File: config.mk
export PLATFORM = sky130hd
export DESIGN_NAME = i2s_rx
export DESIGN_NICKNAME = d
export VERILOG_FILES = /design/src/rtl/i2s_rx.sv
export SDC_FILE = /design/constraint.sdc
export NUM_CORES = 1
export LEC_CHECK = 0
export ABC_AREA = 1
export CAP_MARGIN = 10
export CORE_AREA = 2 2 95 97
export DETAILED_ROUTE_END_ITERATION = 10
export DIE_AREA = 0 0 97 99
export GPL_TIMING_DRIVEN = 0
export HOLD_SLACK_MARGIN = 0.12
export PLACE_DENSITY = 0.67
export SETUP_SLACK_MARGIN = 0.4
export SKIP_LAST_GASP = 1
export SLEW_MARGIN = 20
export SYNTH_ARGS = -nofsm -noshare
export SYNTH_HDL_FRONTEND = slang
export SYNTH_SLANG_ARGS = --single-unit
export TNS_END_PERCENT = 10
File: constraint.sdc
create_clock -name clk -period 4.89 [get_ports clk]
set_input_delay 0.978 -clock clk [delete_from_list [all_inputs] [get_ports clk]]
set_output_delay 0.978 -clock clk [all_outputs]
set_load 0.01 [all_outputs]
File: src/rtl/i2s_rx.sv
// I2S receiver: oversamples bclk/lrck/sdata in the clk domain and emits one signed sample per frame.
// Define I2S_RX_MONO_MIX_EN to emit (L+R)>>>1 on right-word completion instead of the left word.
module i2s_rx #(
    parameter int DATA_WIDTH = 24,
    parameter int SLOT_WIDTH = 32
) (
    input  logic                         clk,
    input  logic                         rst,
    input  logic                         bclk,
    input  logic                         lrck,
    input  logic                         sdata,
    output logic signed [DATA_WIDTH-1:0] data_o,
    output logic                         vld_o,
    output logic                         err_o
);
    localparam int CNT_W = $clog2(SLOT_WIDTH + 1);
    localparam logic [CNT_W-1:0] CNT_DATA = CNT_W'(DATA_WIDTH);
    localparam logic [CNT_W-1:0] CNT_SLOT = CNT_W'(SLOT_WIDTH);

    typedef enum logic {IDLE, RUN} state_t;

    logic [1:0] bclk_sync, lrck_sync, sdata_sync;
    logic       bclk_last;
    logic       rise_p0, lrck_p0, sdata_p0;

    state_t                       state, state_n;
    logic [CNT_W-1:0]             bit_cnt, bit_cnt_n;
    logic [DATA_WIDTH-1:0]        shreg, shreg_n;
    logic signed [DATA_WIDTH-1:0] left_word, left_word_n;
    logic                         lrck_prev, lrck_prev_n;
    logic                         err_n;
    logic                         changed;
    logic                         emit, vld_p1;

`ifdef I2S_RX_MONO_MIX_EN
    logic signed [DATA_WIDTH-1:0] right_word, right_word_n;
    logic                         left_ok, left_ok_n;

    // Average in one extra bit of headroom, then keep the upper DATA_WIDTH bits.
    function automatic logic signed [DATA_WIDTH-1:0] mix_avg(
        input logic signed [DATA_WIDTH-1:0] a,
        input logic signed [DATA_WIDTH-1:0] b
    );
        logic signed [DATA_WIDTH:0] sum;
        sum = a + b;
        return sum[DATA_WIDTH:1];
    endfunction
`endif

    // Synchronizers
    always_ff @(posedge clk) begin
        if (rst) begin
            bclk_sync  <= '0;
            lrck_sync  <= '0;
            sdata_sync <= '0;
            bclk_last  <= 1'b0;
        end else begin
            bclk_sync  <= {bclk_sync[0], bclk};
            lrck_sync  <= {lrck_sync[0], lrck};
            sdata_sync <= {sdata_sync[0], sdata};
            bclk_last  <= bclk_sync[1];
        end
    end

    // Stage p0: registered bclk rise with the lrck/sdata values it samples
    always_ff @(posedge clk) begin
        if (rst) begin
            rise_p0  <= 1'b0;
            lrck_p0  <= 1'b0;
            sdata_p0 <= 1'b0;
        end else begin
            rise_p0  <= bclk_sync[1] & ~bclk_last;
            lrck_p0  <= lrck_sync[1];
            sdata_p0 <= sdata_sync[1];
        end
    end

    // Stage p1: frame state
    always_ff @(posedge clk) begin
        if (rst) begin
            state      <= IDLE;
            bit_cnt    <= '0;
            shreg      <= '0;
            left_word  <= '0;
            lrck_prev  <= 1'b0;
            err_o      <= 1'b0;
            vld_p1     <= 1'b0;
`ifdef I2S_RX_MONO_MIX_EN
            right_word <= '0;
            left_ok    <= 1'b0;
`endif
        end else begin
            state      <= state_n;
            bit_cnt    <= bit_cnt_n;
            shreg      <= shreg_n;
            left_word  <= left_word_n;
            lrck_prev  <= lrck_prev_n;
            err_o      <= err_n;
            vld_p1     <= emit;
`ifdef I2S_RX_MONO_MIX_EN
            right_word <= right_word_n;
            left_ok    <= left_ok_n;
`endif
        end
    end

    always_comb begin
        state_n      = state;
        bit_cnt_n    = bit_cnt;
        shreg_n      = shreg;
        left_word_n  = left_word;
        lrck_prev_n  = lrck_prev;
        err_n        = err_o;
        changed      = 1'b0;
        emit         = 1'b0;
`ifdef I2S_RX_MONO_MIX_EN
        right_word_n = right_word;
        left_ok_n    = left_ok;
`endif
        if (rise_p0) begin
            lrck_prev_n = lrck_p0;
            changed     = (lrck_p0 != lrck_prev);
            case (state)
                IDLE: begin
                    if (changed) begin
                        state_n   = RUN;
                        bit_cnt_n = '0;
                        shreg_n   = '0;
                    end
                end
                RUN: begin
                    if (changed) begin
                        // One-bit delay slot of the new channel; a cut-short word is dropped here.
                        if (bit_cnt != '0 && bit_cnt < CNT_DATA) err_n = 1'b1;
                        bit_cnt_n = '0;
                        shreg_n   = '0;
`ifdef I2S_RX_MONO_MIX_EN
                        if (!lrck_p0) left_ok_n = 1'b0;
`endif
                    end else if (bit_cnt == CNT_SLOT) begin
                        err_n = 1'b1;
`ifdef I2S_RX_MONO_MIX_EN
                        if (!lrck_p0) left_ok_n = 1'b0;
`endif
                    end else begin
                        bit_cnt_n = bit_cnt + CNT_W'(1);
                        if (bit_cnt_n <= CNT_DATA) shreg_n = {shreg[DATA_WIDTH-2:0], sdata_p0};
                        if (bit_cnt_n == CNT_DATA) begin
                            if (!lrck_p0) begin
                                left_word_n = shreg_n;
`ifdef I2S_RX_MONO_MIX_EN
                                left_ok_n   = 1'b1;
`else
                                emit        = 1'b1;
`endif
                            end
`ifdef I2S_RX_MONO_MIX_EN
                            else begin
                                right_word_n = shreg_n;
                                emit         = left_ok;
                                left_ok_n    = 1'b0;
                            end
`endif
                        end
                    end
                end
                default: state_n = IDLE;
            endcase
        end
    end

    // Stage p2: output register
    always_ff @(posedge clk) begin
        if (rst) begin
            data_o <= '0;
            vld_o  <= 1'b0;
        end else begin
            vld_o <= vld_p1;
            if (vld_p1) begin
`ifdef I2S_RX_MONO_MIX_EN
                data_o <= mix_avg(left_word, right_word);
`else
                data_o <= left_word;
`endif
            end
        end
    end

endmodule

After elaboration in Yosys (flattened, before gate mapping)
Cells that the tools add are included.

Add/subtract/negate cells: 1. Order comparisons: 2. Equality and inequality tests: 6. Multiplexer cells: 15. Bitwise gates (word level): 8. Reductions and logical operators: 7.

Operators by type and width (count): $mux 24 (4); $pmux 24 s2 (1); $mux 6 (3); $pmux 6 s2 (1); $not 1->1 (7); $add 6x1->6 const B (1); $eq 6x5->1 const B (1); $eq 6x6->1 const B (1); $le 6x5->1 const B (1); $lt 6x5->1 const B (1); $mux 1 (6); $reduce_and 6->1 (1); $reduce_bool 6->1 (1); $reduce_or 6->1 (1); $reduce_and 4->1 (1); $ne 3x3->1 const B (1); $reduce_and 3->1 (1); $ne 2x1->1 const B (1); $ne 2x2->1 const B (1); $reduce_bool 2->1 (1); $and 1x1->1 (1); $logic_and 1x1->1 (1); $ne 1x1->1 (1).

Register bits after elaboration: 93. Input port bits: 5. Output and inout bits: 26. Word-level logic and storage cells: 55.

Depth between registers and ports, before layout
Gate-level depths: netlist of the first run.

Word-level depth: 6. Gate-level depth with buffers: 11. Depth with buffers taken out: 10.

Least setup slack after synthesis of the first run
No wires, ideal clock.

Path kind: input-to-reg. Start: input port rst. End: register left_word[13]. Setup time: 0.064 ns. Data arrival time: 1.899 ns. Required time: 4.826 ns. Setup slack: 2.927 ns. Stages: 6. Buffers on the path: 3. Path through: clkbuf_1 > inv_1 > clkbuf_1 > clkbuf_1 > nand2_1 > nor2_1.

RTL lines: start: declaration (RTL line 8) `input logic rst,`; end signal: assignment (RTL line 96) `left_word <= left_word_n;`; end: declaration (RTL line 29) `logic signed [DATA_WIDTH-1:0] left_word, left_word_n;`.

Worst setup path after layout of the first run
Start: register err_o. End: output port err_o.

RTL lines: start: declaration (RTL line 14) `output logic err_o`; start signal: assignment (RTL line 98) `err_o <= err_n;`.

No word-level cell between the ends.

==> metrics, run 1 <==
P_leak 1.86 nW; Clock power frac 41.1%; grt total ovfl 0; initial drt markers 139; syn_area_per_cell 7.31 um2; first-pass GRT wire length 14.0 mm; clock-pin slew on the worst setup and hold paths 0.10 ns; largest net degree at the start of global routing 19; cells along the critical path clkdlybuf4s50_1; FF-to-FF setup slack 2.99 ns; Final Max Tran Viols 0; Crit. path cell count 1; max-cap viol count 0; All-Layer GR Usage 18.0%; slew margin rel. 63.2%; startpoint types flip-flop; Synth cell types 24; VDD IR max 0.000186 V; share of cells above drive strength 1 8.64%; Crit path max-delay family buffers and inverters; most common cell after layout, fill and taps aside nand2_1; first drt pass iteration count 4; drt wl/cell 12.2 um; Top-Level Pins 31; wirelength, routed 8.36 mm; fin crit period 2.24 ns; CP startpoint err_o; internal power 1.02 mW; Die W 97 um; Via Count 3,375; crit path max fanout 2; Syn Inst Count 534; Fin. Hold Viols 0; antenna-violating nets left 0; share of the synthesized area in the top cell type 47.7%; WS Path Type flip-flop to output pin; register bit total from synthesis 93; post-synth top area cell dfxtp_1; critical path capture point err_o; vias in the first global route 3,067; Filler Cell Count 843; clock sinks 93; # H-tree levels 3; status completed; capturing point of the worst reg2reg path left_word[17]; Nets 582; maximum buffer depth of the clock tree 2; clock latency on the worst-skew pair 0.36 ns; die area 9600 um2; Clock Root Buffer clkbuf_8; antenna cells 0; Net Switching 0.315 mW; total negative setup slack 0 ns; initial antenna violation count 0; port bufs 29; Setup Skew 0.0135 ns; number of gates resized after CTS 0; Worst Hold Margin 0.398 ns; mapped cell area 3900 um2; setup violators final 0; worst path required time 3.91 ns; P&R area growth vs syn 16.3%; initial core utilization 45.7%; DPL Wire Length 5.95 mm; Via density 4.91; CP max stage cell clkdlybuf4s50_1; RR Startpoint bit_cnt[1]; Least-Margin Pin Slew 0.551 ns; postcts setup bufs 0; std cell rows 34; Period Utilization, post-route 45.8%; HP Class flip-flop to flip-flop; DRC 0; fmax 446 MHz; core area 8550 um2; Sw Ratio 23.7%; Reg2Reg Depth 11; Net Count, Synth 542; Crit path buffers/inverters 1; ranking of synthesized cells by area dfxtp_1, nand2_1, a21oi_1; post-layout util 53.1%; GPL Wtd Cong 0.802; CTS tree yes; most frequent cells in the layout nand2_1, dfxtp_1, inv_1; Worst Setup End Kind output pin; Cell Pwr Density 293 nW/um2; Comb pwr share 1.8%; Slowest Stage Delay on Critical Path 0.55 ns; Yosys warning total 0; Worst EP arrival 1.26 ns; hold_buf cts 0; Flop pwr share 57.2%; TritonCTS buffer count 9; register area share after synthesis 47.7%; RSZ-0062 raised after global routing false; die span in y 99 um
## worst min path at each step
stage | slack, ns | start | depth (start not counted) | endpoint
floorplan | 0.37 | bclk_last | 1 | rise_p0
global placement | 0.38 | bclk_last | 1 | rise_p0
detailed placement | 0.39 | sdata_sync[1] | 2 | sdata_p0
CTS | 0.40 | bclk_last | 1 | rise_p0
global route | 0.40 | bclk_last | 1 | rise_p0
finish | 0.40 | bclk_last | 1 | rise_p0
## registers in the layout, indices dropped and copies added (netlist names)
name and flops:
bclk_last 1, bclk_sync 2, bit_cnt 6, data_o 24, err_o 1, left_word 24, lrck_p0 1, lrck_prev 1
lrck_sync 2, rise_p0 1, sdata_p0 1, sdata_sync 2, shreg 24, state 1, vld_o 1, vld_p1 1
## Yosys cell counts
cell      number
a211oi_1       1
a21oi_1       70
a21oi_2       10
and2_1         1
buf_2         10
buf_4          4
buf_6          2
clkbuf_1      16
dfxtp_1       93
ha_1           3
inv_1         72
nand2_1      118
nand2_4        2
nand3_1       53
nand3_2        1
nand3_4        1
nand3b_4       1
nand4_1        5
nor2_1        41
nor2_2         1
nor3_1         1
o21ai_0       26
o21ai_2        1
or2_2          1
## kinds of logic after synthesis
logic type	Yosys count	synth area share [%]
AND/OR/NAND/NOR	226	25.3
AO/OA/AOI/OAI	108	15.0
buffers and inverters	104	11.1
flip-flops	93	47.7
adder cells (fa/ha/maj)	3	0.962
## area by class of cell
class	count	area, um2	area share (%)
Clock inverter	7	87.6	1.93
Buffer	32	163	3.58
Tap cell	108	135	2.98
Clock buffer	9	124	2.73
Inverter	72	270	5.95
Timing Repair Buffer	29	290	6.39
Multi-Input combinational cell	337	1610	35.4
Sequential cell	93	1860	41.0
## through the flow
step | power (mW) | setup WS (ns) | cells | area [um2]
after detailed placement | 0.803 | 2.44 | 671 | 4330
after global placement | 0.802 | 2.46 | 671 | 4330
after floorplan | 0.793 | 2.93 | 534 | 3900
final | 1.33 | 2.65 | 687 | 4540
after global routing | 1.38 | 2.58 | 687 | 4540
after CTS | 1.34 | 2.63 | 687 | 4540
## routing by layer
layer	track usage, %	routed length [um]	part of all wire (%)	vias up
met3	4.11	271	3.2	7
met1	23.9	4210	50	1540
met2	29.1	3770	45	56
met4	5.85	109	1.3	0
li1	-	-	-	1772
met5	0	0	0	-
## power by group through the flow
stage,sequential [mW],clock (mW),combinational [mW]
finish,0.761,0.547,0.0236
global route,0.762,0.591,0.0265
CTS,0.762,0.558,0.0238
detailed placement,0.779,0,0.0237
global placement,0.779,0,0.0235
floorplan,0.779,0,0.0145
No activity file was read; power rests on OpenSTA's default activity.
==> run 2: changes to the inputs <==
Clock period 4.89 ns to 2.1 ns, I/O delays scaled along.
==> metrics, run 2 (synthesized netlist as in run 1, its figures left out) <==
status completed; # H-tree levels 3 (unchanged); Reg2Reg Depth 9 (-2); Via Count 3,463 (+2.6%); port bufs 29 (unchanged); HP Class flip-flop to flip-flop; Period Utilization, post-route 79.9%; Net Switching 0.736 mW (+130%); Comb pwr share 1.8% (about the same); core area 8550 um2 (unchanged); setup violators final 0 (unchanged); FF-to-FF setup slack 0.43 ns (-2.56 ns); Nets 592 (+1.7%); die area 9600 um2 (unchanged); Clock Root Buffer clkbuf_8; slew margin rel. 63.3% (about the same); Crit path max-delay family buffers and inverters; routed wl met2 4.03 mm (+6.8%); largest net degree at the start of global routing 19 (unchanged); initial antenna violation count 0 (unchanged); first drt pass iteration count 5 (+1); antenna-violating nets left 0 (unchanged); post-layout util 55.6% (+2.5 points); most common cell after layout, fill and taps aside nand2_1; multi-input logic area 1700 um2 (+5.5%); Worst Setup End Kind output pin; CP max stage cell clkdlybuf4s50_1; std cell rows 34 (unchanged); fin crit period 1.68 ns; startpoint types flip-flop; antenna cells 0 (unchanged); Setup Skew 0.0121 ns (-0.00142 ns); max-cap viol count 0 (unchanged); most frequent cells in the layout nand2_1, dfxtp_1, inv_1; crit path max fanout 2 (unchanged); clock sinks 93 (unchanged); drt wl/cell 12.5 um (+2.5%); initial core utilization 45.7% (unchanged); vias in the first global route 3,104 (+1.2%); Post-Route M1 WL 4.20 mm (-0.45%); TritonCTS buffer count 9 (unchanged); CTS tree yes; Worst EP arrival 1.26 ns (about the same); worst hold start bclk_last; WS Path Type flip-flop to output pin; share of cells above drive strength 1 14.1% (+5.5 points); Final Max Tran Viols 0 (unchanged); met3 wire len 358 um (+32%); capturing point of the worst reg2reg path left_word[3]; DPL Wire Length 5.95 mm (unchanged); hold path depth 1 (unchanged); maximum buffer depth of the clock tree 2 (unchanged); Fin. Hold Viols 0 (unchanged); clock latency on the worst-skew pair 0.36 ns (about the same); GPL Wtd Cong 0.802 (unchanged); Clock power frac 41.1% (about the same); Via density 4.97 (+1.1%); RR Startpoint bit_cnt[0]; total negative setup slack 0 ns (unchanged); P_leak 1.95 nW (+5.0%); initial drt markers 167 (+20%); cells along the critical path clkdlybuf4s50_1; VDD IR max 0.000429 V (+130%); All-Layer GR Usage 18.2% (+0.18 points); fmax 596 MHz; Flop pwr share 57.1% (about the same); first-pass GRT wire length 14.2 mm (+1.0%); Slowest Stage Delay on Critical Path 0.55 ns (about the same); internal power 2.36 mW (+130%); Crit path buffers/inverters 1 (unchanged); Storage cell area 1870 um2 (+0.54%); wirelength, routed 8.70 mm (+4.0%); Sw Ratio 23.7% (+0.047 points); Top-Level Pins 31 (unchanged); RSZ-0062 raised after global routing true; clock-pin slew on the worst setup and hold paths 0.10 ns (about the same); Filler Cell Count 827 (-1.9%); die span in y 99 um (unchanged); Endpoint, Worst Hold rise_p0; DRC 0 (unchanged); Least-Margin Pin Slew 0.550 ns (-0.000927 ns); P&R area growth vs syn 21.7%; highest routed layer met4; Cell Pwr Density 652 nW/um2 (+120%); Die W 97 um (unchanged); largest registers data_o (24), left_word (24), shreg (24); grt total ovfl 0 (unchanged); worst path required time 1.68 ns (-2.23 ns)
==> run 2: per-layer routing <==
layer	global-route usage (%)	vias to the layer above
met5	0	-
met4	6.18	0
met3	4.18	9
met2	29.5	59
met1	23.9	1595
li1	-	1800
==> run 2: worst max path at each step <==
| stage | startpoint | to | slack (ns) | cells after the start |
|---|---|---|---|---|
| 6_report | err_o | err_o | 0.42 | 1 |
| 5_1_grt | bit_cnt[0] | shreg[10] | 0.34 | 9 |
| 4_1_cts | err_o | err_o | 0.40 | 1 |
| 3_5_place_dp | rst | left_word[21] | 0.21 | 6 |
| 3_3_place_gp | rst | left_word[19] | 0.23 | 6 |
| 2_1_floorplan | bit_cnt[1] | left_word[10] | 0.52 | 10 |
==> run 2: layout make-up <==
class                      count  area share [%]
multi-input combinational    338            35.7
clock inverter                 7            1.84
tap                          108            2.84
inverter                      72            5.69
timing repair buffer          38            7.58
clock buffer                   9            2.61
buffer                        32            4.32
sequential                    93            39.4
==> run 2: power groups by stage <==
stage               sequential, mW  clock [mW]  combinational (mW)
floorplan                     1.81           0              0.0338
finish                        1.77        1.28              0.0547
CTS                           1.77        1.30              0.0556
detailed placement            1.81           0              0.0552
global placement              1.81           0              0.0548
global route                  1.77        1.38              0.0618
==> run 2: metrics by stage <==
step | power [mW] | setup slack, ns | std cells | hold slack [ns] | instance area [um2]
2_1_floorplan | 1.85 | 0.518 | 534 | 0.373 | 3900
3_3_place_gp | 1.87 | 0.231 | 671 | 0.377 | 4330
3_5_place_dp | 1.87 | 0.206 | 671 | 0.392 | 4330
4_1_cts | 3.13 | 0.397 | 692 | 0.399 | 4610
5_1_grt | 3.21 | 0.343 | 697 | 0.400 | 4750
6_report | 3.10 | 0.421 | 697 | 0.399 | 4750
==> run 2: what timing repair did <==
action / CTS / global route
endpoints found under the setup margin: 49 / 69
hold buffers: 0 / 0
gates resized for setup: 12 / 32
gates cloned: 0 / 1
buffers inserted: 5 / 4
pin swaps: 1 / 7
